## src/rtl/div_pkg.sv

```systemverilog
// Shared types and helpers for the sequential restoring divider.
package div_pkg;

    typedef enum logic [1:0] {
        IDLE = 2'd0,
        RUN  = 2'd1,
        FIX  = 2'd2,
        ZERO = 2'd3
    } state_t;

    localparam int DEF_WIDTH = 32;
    localparam int MAX_W     = 64;

    // Two's-complement magnitude/negation on a zero-extended operand; caller truncates.
    function automatic logic [MAX_W-1:0] twos_abs(input logic [MAX_W-1:0] v, input logic neg);
        logic [MAX_W-1:0] res;
        if (neg) begin
            res = ~v + {{(MAX_W-1){1'b0}}, 1'b1};
        end else begin
            res = v;
        end
        return res;
    endfunction

endpackage

```

## src/rtl/div_step.sv

```systemverilog
// One restoring-division step: shift in the next dividend bit, trial-subtract the divisor.
module div_step #(
    parameter int WIDTH = 32
) (
    input  logic [WIDTH-1:0] r_in,
    input  logic             bit_in,
    input  logic [WIDTH-1:0] d_in,
    output logic [WIDTH-1:0] r_out,
    output logic             q_bit
);

    logic [WIDTH:0] shifted_s;
    logic [WIDTH:0] diff_s;

    assign shifted_s = {r_in, bit_in};
    assign diff_s    = shifted_s - {1'b0, d_in};

    // r_in < d_in keeps shifted_s - d_in below 2^WIDTH, so the top bit is a pure borrow.
    assign q_bit = ~diff_s[WIDTH];
    assign r_out = q_bit ? diff_s[WIDTH-1:0] : shifted_s[WIDTH-1:0];

endmodule

```

## src/rtl/seq_divider.sv

```systemverilog
// Multi-cycle signed/unsigned restoring divider producing one quotient bit per clock.
module seq_divider
    import div_pkg::*;
#(
    parameter int WIDTH = DEF_WIDTH,
    parameter int CNT_W = 6
) (
    input  logic             clk,
    input  logic             rst_n,
    input  logic             start,
    input  logic             is_signed,
    input  logic [WIDTH-1:0] dividend,
    input  logic [WIDTH-1:0] divisor,
    output logic             busy,
    output logic             done,
    output logic [WIDTH-1:0] quotient,
    output logic [WIDTH-1:0] remainder,
    output logic             div_zero
);

    localparam logic [CNT_W-1:0] LAST_CNT = CNT_W'(WIDTH - 1);

    state_t           state_r;
    state_t           state_s;
    logic [WIDTH-1:0] q_r;
    logic [WIDTH-1:0] r_r;
    logic [WIDTH-1:0] d_r;
    logic [WIDTH-1:0] dvd_r;
    logic             neg_q_r;
    logic             neg_r_r;
    logic [CNT_W-1:0] cnt_r;
    logic             busy_r;
    logic             done_r;
    logic             div_zero_r;
    logic [WIDTH-1:0] quotient_r;
    logic [WIDTH-1:0] remainder_r;

    logic [WIDTH-1:0] step_r_s;
    logic             step_q_s;
    logic             dvd_neg_s;
    logic             dsr_neg_s;
    logic [WIDTH-1:0] dvd_abs_s;
    logic [WIDTH-1:0] dsr_abs_s;
    logic [WIDTH-1:0] q_fix_s;
    logic [WIDTH-1:0] r_fix_s;

    assign dvd_neg_s = is_signed & dividend[WIDTH-1];
    assign dsr_neg_s = is_signed & divisor[WIDTH-1];
    assign dvd_abs_s = WIDTH'(twos_abs(MAX_W'(dividend), dvd_neg_s));
    assign dsr_abs_s = WIDTH'(twos_abs(MAX_W'(divisor), dsr_neg_s));
    assign q_fix_s   = WIDTH'(twos_abs(MAX_W'(q_r), neg_q_r));
    assign r_fix_s   = WIDTH'(twos_abs(MAX_W'(r_r), neg_r_r));

    div_step #(
        .WIDTH (WIDTH)
    ) u_step (
        .r_in   (r_r),
        .bit_in (q_r[WIDTH-1]),
        .d_in   (d_r),
        .r_out  (step_r_s),
        .q_bit  (step_q_s)
    );

    // State register.
    always_ff @(posedge clk) begin
        if (!rst_n) begin
            state_r <= IDLE;
        end else begin
            state_r <= state_s;
        end
    end

    // Next-state selection.
    always_comb begin
        state_s = state_r;
        case (state_r)
            IDLE: begin
                if (start) begin
                    state_s = (divisor == {WIDTH{1'b0}}) ? ZERO : RUN;
                end else begin
                    state_s = IDLE;
                end
            end
            RUN: begin
                if (cnt_r == LAST_CNT) begin
                    state_s = FIX;
                end else begin
                    state_s = RUN;
                end
            end
            FIX:     state_s = IDLE;
            ZERO:    state_s = IDLE;
            default: state_s = IDLE;
        endcase
    end

    // Datapath and registered outputs; busy stays high through the done cycle.
    always_ff @(posedge clk) begin
        if (!rst_n) begin
            q_r         <= {WIDTH{1'b0}};
            r_r         <= {WIDTH{1'b0}};
            d_r         <= {WIDTH{1'b0}};
            dvd_r       <= {WIDTH{1'b0}};
            neg_q_r     <= 1'b0;
            neg_r_r     <= 1'b0;
            cnt_r       <= {CNT_W{1'b0}};
            busy_r      <= 1'b0;
            done_r      <= 1'b0;
            div_zero_r  <= 1'b0;
            quotient_r  <= {WIDTH{1'b0}};
            remainder_r <= {WIDTH{1'b0}};
        end else begin
            done_r <= 1'b0;
            busy_r <= (state_r != IDLE) || start;
            case (state_r)
                IDLE: begin
                    if (start) begin
                        q_r     <= dvd_abs_s;
                        d_r     <= dsr_abs_s;
                        dvd_r   <= dividend;
                        r_r     <= {WIDTH{1'b0}};
                        cnt_r   <= {CNT_W{1'b0}};
                        neg_q_r <= dvd_neg_s ^ dsr_neg_s;
                        neg_r_r <= dvd_neg_s;
                    end
                end
                RUN: begin
                    r_r   <= step_r_s;
                    q_r   <= {q_r[WIDTH-2:0], step_q_s};
                    cnt_r <= cnt_r + {{(CNT_W-1){1'b0}}, 1'b1};
                end
                FIX: begin
                    quotient_r  <= q_fix_s;
                    remainder_r <= r_fix_s;
                    div_zero_r  <= 1'b0;
                    done_r      <= 1'b1;
                end
                ZERO: begin
                    quotient_r  <= {WIDTH{1'b1}};
                    remainder_r <= dvd_r;
                    div_zero_r  <= 1'b1;
                    done_r      <= 1'b1;
                end
                default: begin
                    done_r <= 1'b0;
                end
            endcase
        end
    end

    assign busy      = busy_r;
    assign done      = done_r;
    assign quotient  = quotient_r;
    assign remainder = remainder_r;
    assign div_zero  = div_zero_r;

endmodule
```

## config.mk

```make
export PLATFORM = sky130hd
export DESIGN_NAME = seq_divider
export DESIGN_NICKNAME = d
export VERILOG_FILES = /design/src/rtl/div_pkg.sv /design/src/rtl/div_step.sv /design/src/rtl/seq_divider.sv
export SDC_FILE = /design/constraint.sdc
export NUM_CORES = 1
export LEC_CHECK = 0
export CORE_MARGIN = 2
export CORE_UTILIZATION = 62
export CTS_CLUSTER_DIAMETER = 200
export DETAILED_ROUTE_END_ITERATION = 8
export GPL_ROUTABILITY_DRIVEN = 0
export MAX_ROUTING_LAYER = met4
export PLACE_DENSITY = 0.87
export SLEW_MARGIN = 10
export SYNTH_ARGS = -nofsm -noshare
export SYNTH_HDL_FRONTEND = slang
export SYNTH_SLANG_ARGS = --single-unit
```

## constraint.sdc

```tcl
create_clock -name clk -period 4.6 [get_ports clk]
set_clock_uncertainty 0.1 [all_clocks]
set_input_delay 0.92 -clock clk [delete_from_list [all_inputs] [get_ports clk]]
set_output_delay 0.92 -clock clk [all_outputs]
set_load 0.01 [all_outputs]
```

-- After elaboration in Yosys (flattened, before gate mapping)
Cells that the tools add are included.
- register bits after elaboration: 205
- word-level logic and storage cells: 60
- $add $sub $neg: 6
- eq/ne operators: 5
- multiplexer cells: 19
- bitwise operators: 8
- reductions and logical operators: 9
- operators by type and width (kind ; number):
    32-bit one-hot mux with 2 select lines ; 4
    32-bit two-way mux ; 7
    32-bit by 1-bit adder with 32-bit output (second input constant) ; 4
    32-bit inverter ; 4
    33-bit by 32-bit subtractor with 33-bit output ; 1
    32-bit zero test ; 1
    6-bit one-hot mux with 2 select lines ; 1
    6-bit by 1-bit adder with 6-bit output (second input constant) ; 1
    6-bit by 5-bit equality test with 1-bit output (second input constant) ; 1
    2-bit two-way mux ; 3
    6-bit two-way mux ; 1
    2-bit one-hot mux with 3 select lines ; 1
    2-bit nonzero test ; 3
    2-bit equality test (second input constant) ; 2
    2-bit AND reduction ; 2
    1-bit bitwise AND ; 2
    2-bit by 1-bit equality test with 1-bit output (second input constant) ; 1
    2-bit zero test ; 1
    2-bit inequality test (second input constant) ; 1
    1-bit one-hot mux with 2 select lines ; 1
    2-bit OR reduction ; 1
    1-bit logical OR ; 1
    1-bit two-way mux ; 1
    1-bit inverter ; 1
    1-bit bitwise XOR ; 1

-- Depth between registers and ports, before layout
Gate-level depths: netlist (run 1).
- word-level depth: 5
- depth in mapped cells: 14
- mapped depth without buffers: 12

-- By module
Synthesis (run 1) repeated with hierarchy kept, for this count alone.
- cell total of the unflattened synthesis: 1568
- area, all modules: 12310.6 um^2
- modules (own cells, without submodules) (module ; times used ; cells an instance ; area an instance (um^2) ; sequential area each (um^2)):
    seq_divider ; 1 ; 1257 ; 10054.6 ; 4103.9
    div_step ; 1 ; 311 ; 2255.9 ; 0.0

-- Least setup slack after synthesis (run 1)
No wires, ideal clock.
- kind: input port to flip-flop
- from: input divisor[0]
- to: register d_r[29]
- data arrival time: 2952 ps
- data required time: 4368 ps
- slack: 1416 ps
- cell stages on the path: 9
- buffers on the path: 0
- cells stage by stage: or4_1 nor4_1 nand2b_1 nor2_1 and2_1 nand2_1 o41ai_1 xor2_1 a21oi_1
- word-level cells in the longest chain between the ends: 3
- ends and longest elaborated chain (element ; RTL line ; text):
    from (decl) ; seq_divider.sv:13 ; input logic [WIDTH-1:0] divisor,
    32-bit inverter ; div_pkg.sv:18 ; res = ~v + {{(MAX_W-1){1'b0}}, 1'b1};
    32-bit by 1-bit adder with 32-bit output ; div_pkg.sv:18 ;
    32-bit two-way mux ; div_pkg.sv:17 ; if (neg) begin
    to (signal assigned) ; seq_divider.sv:102 ; d_r <= {WIDTH{1'b0}};
    to (signal assigned) ; seq_divider.sv:119 ; d_r <= dsr_abs_s;
    to (decl) ; seq_divider.sv:27 ; logic [WIDTH-1:0] d_r;
Every way passes these cells.
A chain may end at the register's enable or synchronous reset.

-- Final worst setup path (run 1)
- from: register r_r[11]
- to: register r_r[19]
- word-level cells in the longest chain between the ends: 3
- ends and longest elaborated chain (element ; RTL line ; text):
    from (decl) ; seq_divider.sv:26 ; logic [WIDTH-1:0] r_r;
    from (signal assigned) ; seq_divider.sv:101 ; r_r <= {WIDTH{1'b0}};
    from (signal assigned) ; seq_divider.sv:121 ; r_r <= {WIDTH{1'b0}};
    from (signal assigned) ; seq_divider.sv:128 ; r_r <= step_r_s;
    33-bit by 32-bit subtractor with 33-bit output ; div_step.sv:16 ; assign diff_s = shifted_s - {1'b0, d_in};
    32-bit two-way mux ; div_step.sv:20 ; assign r_out = q_bit ? diff_s[WIDTH-1:0] : shifted_s[WIDTH-1:0];
    32-bit one-hot mux with 2 select lines ; seq_divider.sv:115 ; case (state_r)
Every way passes these cells.

==> results of run 1 <==
[worst paths after layout]
| check | startpoint | endpoint | slack, ns | cells past startpoint |
|---|---|---|---|---|
| worst max-delay path | r_r[11] | r_r[19] | 0.92 | 10 |
| worst min-delay path | dvd_r[21] | dvd_r[21] | 0.35 | 2 |
| worst max register to register | r_r[11] | r_r[19] | 0.92 | 10 |
| worst min register to register | dvd_r[21] | dvd_r[21] | 0.35 | 2 |
[metrics by stage]
stage                     total power, mW  util, %
final                               4.680    75.87
after global placement              2.635    71.45
after floorplan                     2.429        -
after detailed placement            2.659    71.45
after global routing                4.829    75.87
after CTS                           4.672    75.87
[final cells by class]
cell class	count	area [µm²]
Clock inverter	12	217.7
Fill cell	1372	4544
Inverter	61	230.2
Tap cell	260	325.3
Timing Repair Buffer	158	1534
Multi-Input combinational cell	1194	7258
Sequential cell	205	4106
Clock buffer	28	614.3
[routing by layer]
metal	GRT usage, %	wire length [µm]	vias up
li1	-	-	5687
met1	45.13	14640	5594
met2	52.99	15500	583
met3	4.091	2762	80
met4	9.276	915	0
met5	-	0	-
[critical path: stages (launching register included)]
cell	delay, ns
dfxtp_1	0.42
ha_1	0.43
nand3_1	0.23
a2111oi_0	0.35
o21ai_0	0.25
a21oi_1	0.24
nand3b_1	0.13
nand4_1	0.54
or3b_2	0.67
a21oi_1	0.15
a211o_1	0.12
[cell usage after synthesis (all sizes together), types with 3 or more instances]
| cell | number | share of area [%] |
|---|---|---|
| and3 | 3 | 0.16 |
| nand3 | 25 | 1.0 |
| or3 | 16 | 0.84 |
| a311oi | 13 | 0.95 |
| nand4 | 7 | 0.37 |
| dfxtp | 205 | 34 |
| or2 | 5 | 0.26 |
| nor2b | 7 | 0.37 |
| o21bai | 7 | 0.44 |
| nor2 | 150 | 4.7 |
| buf | 9 | 0.28 |
| ha | 37 | 3.9 |
| nand3b | 8 | 0.50 |
| o21ai | 129 | 5.4 |
| nor4 | 8 | 0.47 |
| nand2b | 12 | 0.69 |
| a211oi | 27 | 1.7 |
| nor3 | 23 | 1.0 |
| a31oi | 15 | 0.78 |
| xnor2 | 60 | 4.4 |
| a21o | 19 | 1.2 |
| or4 | 13 | 0.88 |
| mux2i | 30 | 2.5 |
| o41ai | 14 | 1.0 |
| a22oi | 6 | 0.38 |
| inv | 59 | 1.9 |
| o211ai | 4 | 0.25 |
| and2 | 9 | 0.47 |
| clkbuf | 90 | 2.8 |
| o22ai | 9 | 0.47 |
| o221ai | 19 | 1.4 |
| o31ai | 29 | 1.8 |
| a21oi | 163 | 6.8 |
| a32oi | 10 | 0.73 |
| o21a | 4 | 0.25 |
| nand2 | 206 | 6.5 |
| xor2 | 84 | 6.2 |
[flip-flops by register name (all words and copies together), names as in the netlist, 2 cells and up]
signal,count
remainder,32
quotient,32
d_r,32
r_r,32
cnt_r,6
dvd_r,32
q_r,32
state_r,2
[power breakdown]
group	internal, mW	total, mW	switching [mW]	leakage (nW)
combinational	0.286	0.715	0.428	3.41
clock	1.28	2.03	0.749	0.398
sequential	1.85	1.93	0.0823	1.67
[kinds of logic (layout without fill, tap and decap cells)]
kind of cell / Yosys count / in the layout / synth area share [%]
simple gates: 499 / 499 / 18.77
compound gates: 483 / 483 / 24.78
flops: 205 / 205 / 34.33
buf+inv: 160 / 259 / 5.023
xor+xnor: 144 / 144 / 10.55
fa+ha+maj: 38 / 38 / 4.040
mux: 30 / 30 / 2.512
==> impl_metrics.py, run 1 <==
metrics = {
    "timing": {
        "holdWs_ns": 0.3538,
        "finalCritPeriodShare_pct": 79.94,
        "fmax_mhz": 272.0,
        "fin_ws_ns": 0.9230,
        "maxSlewHeadroom_pct": 26.94,
        "tightest_slew_ns": 1.094,
        "fin_tns_setup_ns": 0,
        "setup_viol": 0,
        "rsz0062_at_grt": "false",
        "final_hold_viol_count": 0,
        "maxSlewViolCount": 0,
        "min_period_ns": 3.677,
    },
    "logic_synthesis": {
        "synth_edf_count": 0,
        "yosys_warnings": 0,
        "synthFlopType": "dfxtp_1",
        "synth-seq-cells": 205,
        "ys_async_sr_fraction_pct": 0,
        "synth.avg_cell_area_um2": 7.669,
        "synth.distinct_cells": 62,
        "postSynthCellCount": 1559,
        "synth_seq_area_share_pct": 34.33,
        "synth_area_um2": 11960,
        "synth.net_count": 1665,
    },
    "layout": {
        "layout.cells.non_filler": 1918,
        "syn_to_final_growth_pct": 19.50,
        "finalNetCount": 1749,
        "antennaDiodeCount": 0,
        "drive_above_1_share_pct": 4.885,
        "final_cell_mix": "nand2_1, dfxtp_1, a21oi_1",
        "final_common_cell": "nand2_1",
        "fin_area_um2": 14290,
    },
    "grt": {
        "first_global_vias": 10840,
        "grt_usage_pct": 33.36,
        "grt_max_degree": 121,
        "antenna_found_initial": 0,
        "overflow": 0,
        "grt_pass1_wl_mm": 54.50,
    },
    "power": {
        "vdd_drop_max_v": 0.0003029,
        "powerDensity_nw_per_um2": 327.6,
        "cellLeakagePower_nw": 5.485,
    },
    "detailed_routing": {
        "drt_first_pass_iters": 5,
        "antenna_left": 0,
        "drtIter0Drc": 1241,
        "vias": 11940,
        "routedWlPerCell_um": 17.63,
        "routed_wl_mm": 33.82,
        "vias_per_cell": 6.227,
        "drc": 0,
    },
    "floorplanning": {
        "die_w_um": 142.9,
        "boundaryPins": 135,
        "fp.coreArea_um2": 18830,
        "start_util_pct": 63.49,
        "placementRows": 50,
        "die_area_um2": 20410,
        "die_y_um": 142.9,
    },
    "clock_network": {
        "h-tree-depth": 1,
        "numCtsBuffers": 23,
        "clk_latency_ns": 0.51,
        "clk_path_buf_depth": 3,
        "cts-resized-gates": 0,
        "cts_setup_buffers": 0,
        "clk_pin_slew_ns": 0.06,
        "cts-hold-fix-buffers": 0,
        "cts_tree": "yes",
        "clock-sinks": 205,
        "root_buffer": "clkbuf_16",
    },
    "place": {
        "dp_slack_ns": 0.6319,
        "dp_cells": 1878,
        "placed_area_um2": 13450,
        "io_buffers": 134,
        "dp_hpwl_mm": 23.82,
    },
    "setup_path": {
        "cp_data_arrival_time_ns": 4.03,
        "startpoint_type": "flop",
        "critical_path.max_fanout": 16,
        "worstPathRequired_ns": 4.96,
        "cp-end-kind": "flop",
        "crit_type": "reg -> reg",
    },
    "hold_path": {
        "min_path_type": "reg -> reg",
    },
    "outcome": {
        "status": "finished, final reports clean",
    },
    "job": {
        "drv_cap": 0,
    },
}
No activity file was read; power rests on OpenSTA's default activity.
==> run 2, diff against run 1 <==
CORE_UTILIZATION = 52   (was 62)
PLACE_DENSITY = 0.78   (was 0.87)
clock period = 3.35 ns   (was 4.6 ns; I/O delays follow)
==> run 2 against run 1 <==
Effect of this change:
- die area increased by 19%
- critical endpoint is now r_r[26]
- critical path depth grew 2
- combinational power grew 41%
- cell area grew 3.1%
- non-clock buffer count rose by 47
- wire length barely moved
- flip-flop and latch count unchanged
- sequential power up 37%
==> impl_metrics.py, run 2 (same netlist as run 1, synthesis figures left out) <==
metrics = {
    "detailed_routing": {
        "vias_per_cell": 5.941,
        "vias": 11830,
        "drtIter0Drc": 1005,
        "drt_first_pass_iters": 5,
        "antenna_left": 0,
        "routedWlPerCell_um": 16.99,
        "routed_wl_mm": 33.82,
        "drc": 0,
    },
    "grt": {
        "overflow": 0,
        "grt_max_degree": 74,
        "grt_pass1_wl_mm": 54.88,
        "antenna_found_initial": 0,
        "grt_usage_pct": 28.05,
        "first_global_vias": 10850,
    },
    "clock_network": {
        "cts_tree": "yes",
        "cts_setup_buffers": 0,
        "cts-hold-fix-buffers": 0,
        "clk_pin_slew_ns": 0.06,
        "numCtsBuffers": 23,
        "cts-resized-gates": 1,
        "h-tree-depth": 1,
        "clock-sinks": 205,
        "clk_path_buf_depth": 3,
        "clk_latency_ns": 0.54,
        "root_buffer": "clkbuf_16",
    },
    "setup_path": {
        "crit_type": "reg -> reg",
        "r2r_start": "d_r[0]",
        "cp-end-kind": "flop",
        "worstPathRequired_ns": 3.73,
        "slowest_stage": "a2111oi_2",
        "cp_data_arrival_time_ns": 3.54,
        "crit_chain": "ha_1 -> fa_1 -> nand2b_1 -> a21oi_1 -> o21ai_1 -> a2111oi_2 -> buf_4 -> o31a_1 -> nor2_1 -> o21ai_0 -> xor2_1 -> a21o_1",
        "startpoint_type": "flop",
        "cpPeakStageDelay_ns": 0.45,
        "critical_path.max_fanout": 3,
        "cp-startpoint": "d_r[0]",
    },
    "layout": {
        "syn_to_final_growth_pct": 23.17,
        "seqCellArea_um2": 4106,
        "final_common_cell": "nand2_1",
        "fin_util_pct": 65.24,
        "multiInputGateArea_um2": 7264,
        "drive_above_1_share_pct": 7.737,
        "finalNetCount": 1796,
        "antennaDiodeCount": 0,
        "nFillCells": 1976,
        "final_cell_mix": "nand2_1, dfxtp_1, a21oi_1",
    },
    "outcome": {
        "status": "finished, final reports clean",
    },
    "floorplanning": {
        "start_util_pct": 52.97,
        "die_w_um": 155.6,
        "die_y_um": 155.6,
        "placementRows": 55,
        "boundaryPins": 135,
        "die_area_um2": 24220,
        "fp.coreArea_um2": 22570,
    },
    "job": {
        "drv_cap": 0,
    },
    "power": {
        "cellLeakagePower_nw": 5.749,
        "powerDensity_nw_per_um2": 440.4,
        "vdd_drop_max_v": 0.0002651,
    },
    "timing": {
        "maxSlewHeadroom_pct": 33.12,
        "maxSlewViolCount": 0,
        "fmax_mhz": 317.0,
        "rsz0062_at_grt": "false",
        "min_period_ns": 3.154,
        "holdWs_ns": 0.3557,
        "final_hold_viol_count": 0,
        "finalCritPeriodShare_pct": 94.15,
        "tightest_slew_ns": 1.002,
        "setup_viol": 0,
    },
    "place": {
        "io_buffers": 134,
        "dp_hpwl_mm": 24.88,
    },
    "hold_path": {
        "min_path_type": "reg -> reg",
        "min-delay-start": "dvd_r[20]",
    },
}
## run 2: power breakdown
| group | leakage, nW | switching, mW | internal [mW] |
|---|---|---|---|
| sequential | 1.67 | 0.103 | 2.54 |
| clock | 0.413 | 1.07 | 1.76 |
| combinational | 3.66 | 0.588 | 0.419 |
| total | 5.75 | 1.76 | 4.72 |
## run 2: worst paths after layout
check | end | slack [ns] | cells past startpoint
setup / recovery | r_r[26] | 0.20 | 12
hold / removal | dvd_r[20] | 0.36 | 2
setup reg to reg | r_r[26] | 0.20 | 12
hold reg to reg | dvd_r[20] | 0.36 | 2
## run 2: metal layers
metal  vias up  wire [µm]  track usage [%]
met5         -          0                -
met4         0        772            7.820
met3        59       2440            3.000
met2       458      15250            43.59
met1      5531      15360            38.93
li1       5781          -                -
## run 2: metrics by stage
step / TNS (ns) / setup WS [ns] / cell area (µm²) / total power, mW / instances
after floorplan: 0 / 0.3878 / 11960 / 3.336 / 1559
after global placement: -0.1421 / -0.1421 / 13860 / 3.662 / 1950
after detailed placement: -0.2262 / -0.1416 / 13860 / 3.683 / 1950
after CTS: 0 / 0.08188 / 14720 / 6.500 / 1991
after global routing: 0 / 0.01813 / 14730 / 6.730 / 1991
final: 0 / 0.1959 / 14730 / 6.485 / 1991
## run 2: critical path, delay by kind of cell, from the launching register on
kind            cells  cell delay (ns)
compound gates      6             1.30
xor+xnor            1             0.21
fa+ha+maj           2             0.70
buf+inv             1             0.18
flops               1             0.36
simple gates        2             0.24
## run 2: final cells by class
type	instances	area share [%]
well taps	285	2.422
clock buffers	29	4.401
inverters	61	1.563
flip-flops and latches	205	27.89
repair buffers	205	12.98
multi-input cells	1194	49.33
clock inverters	12	1.410
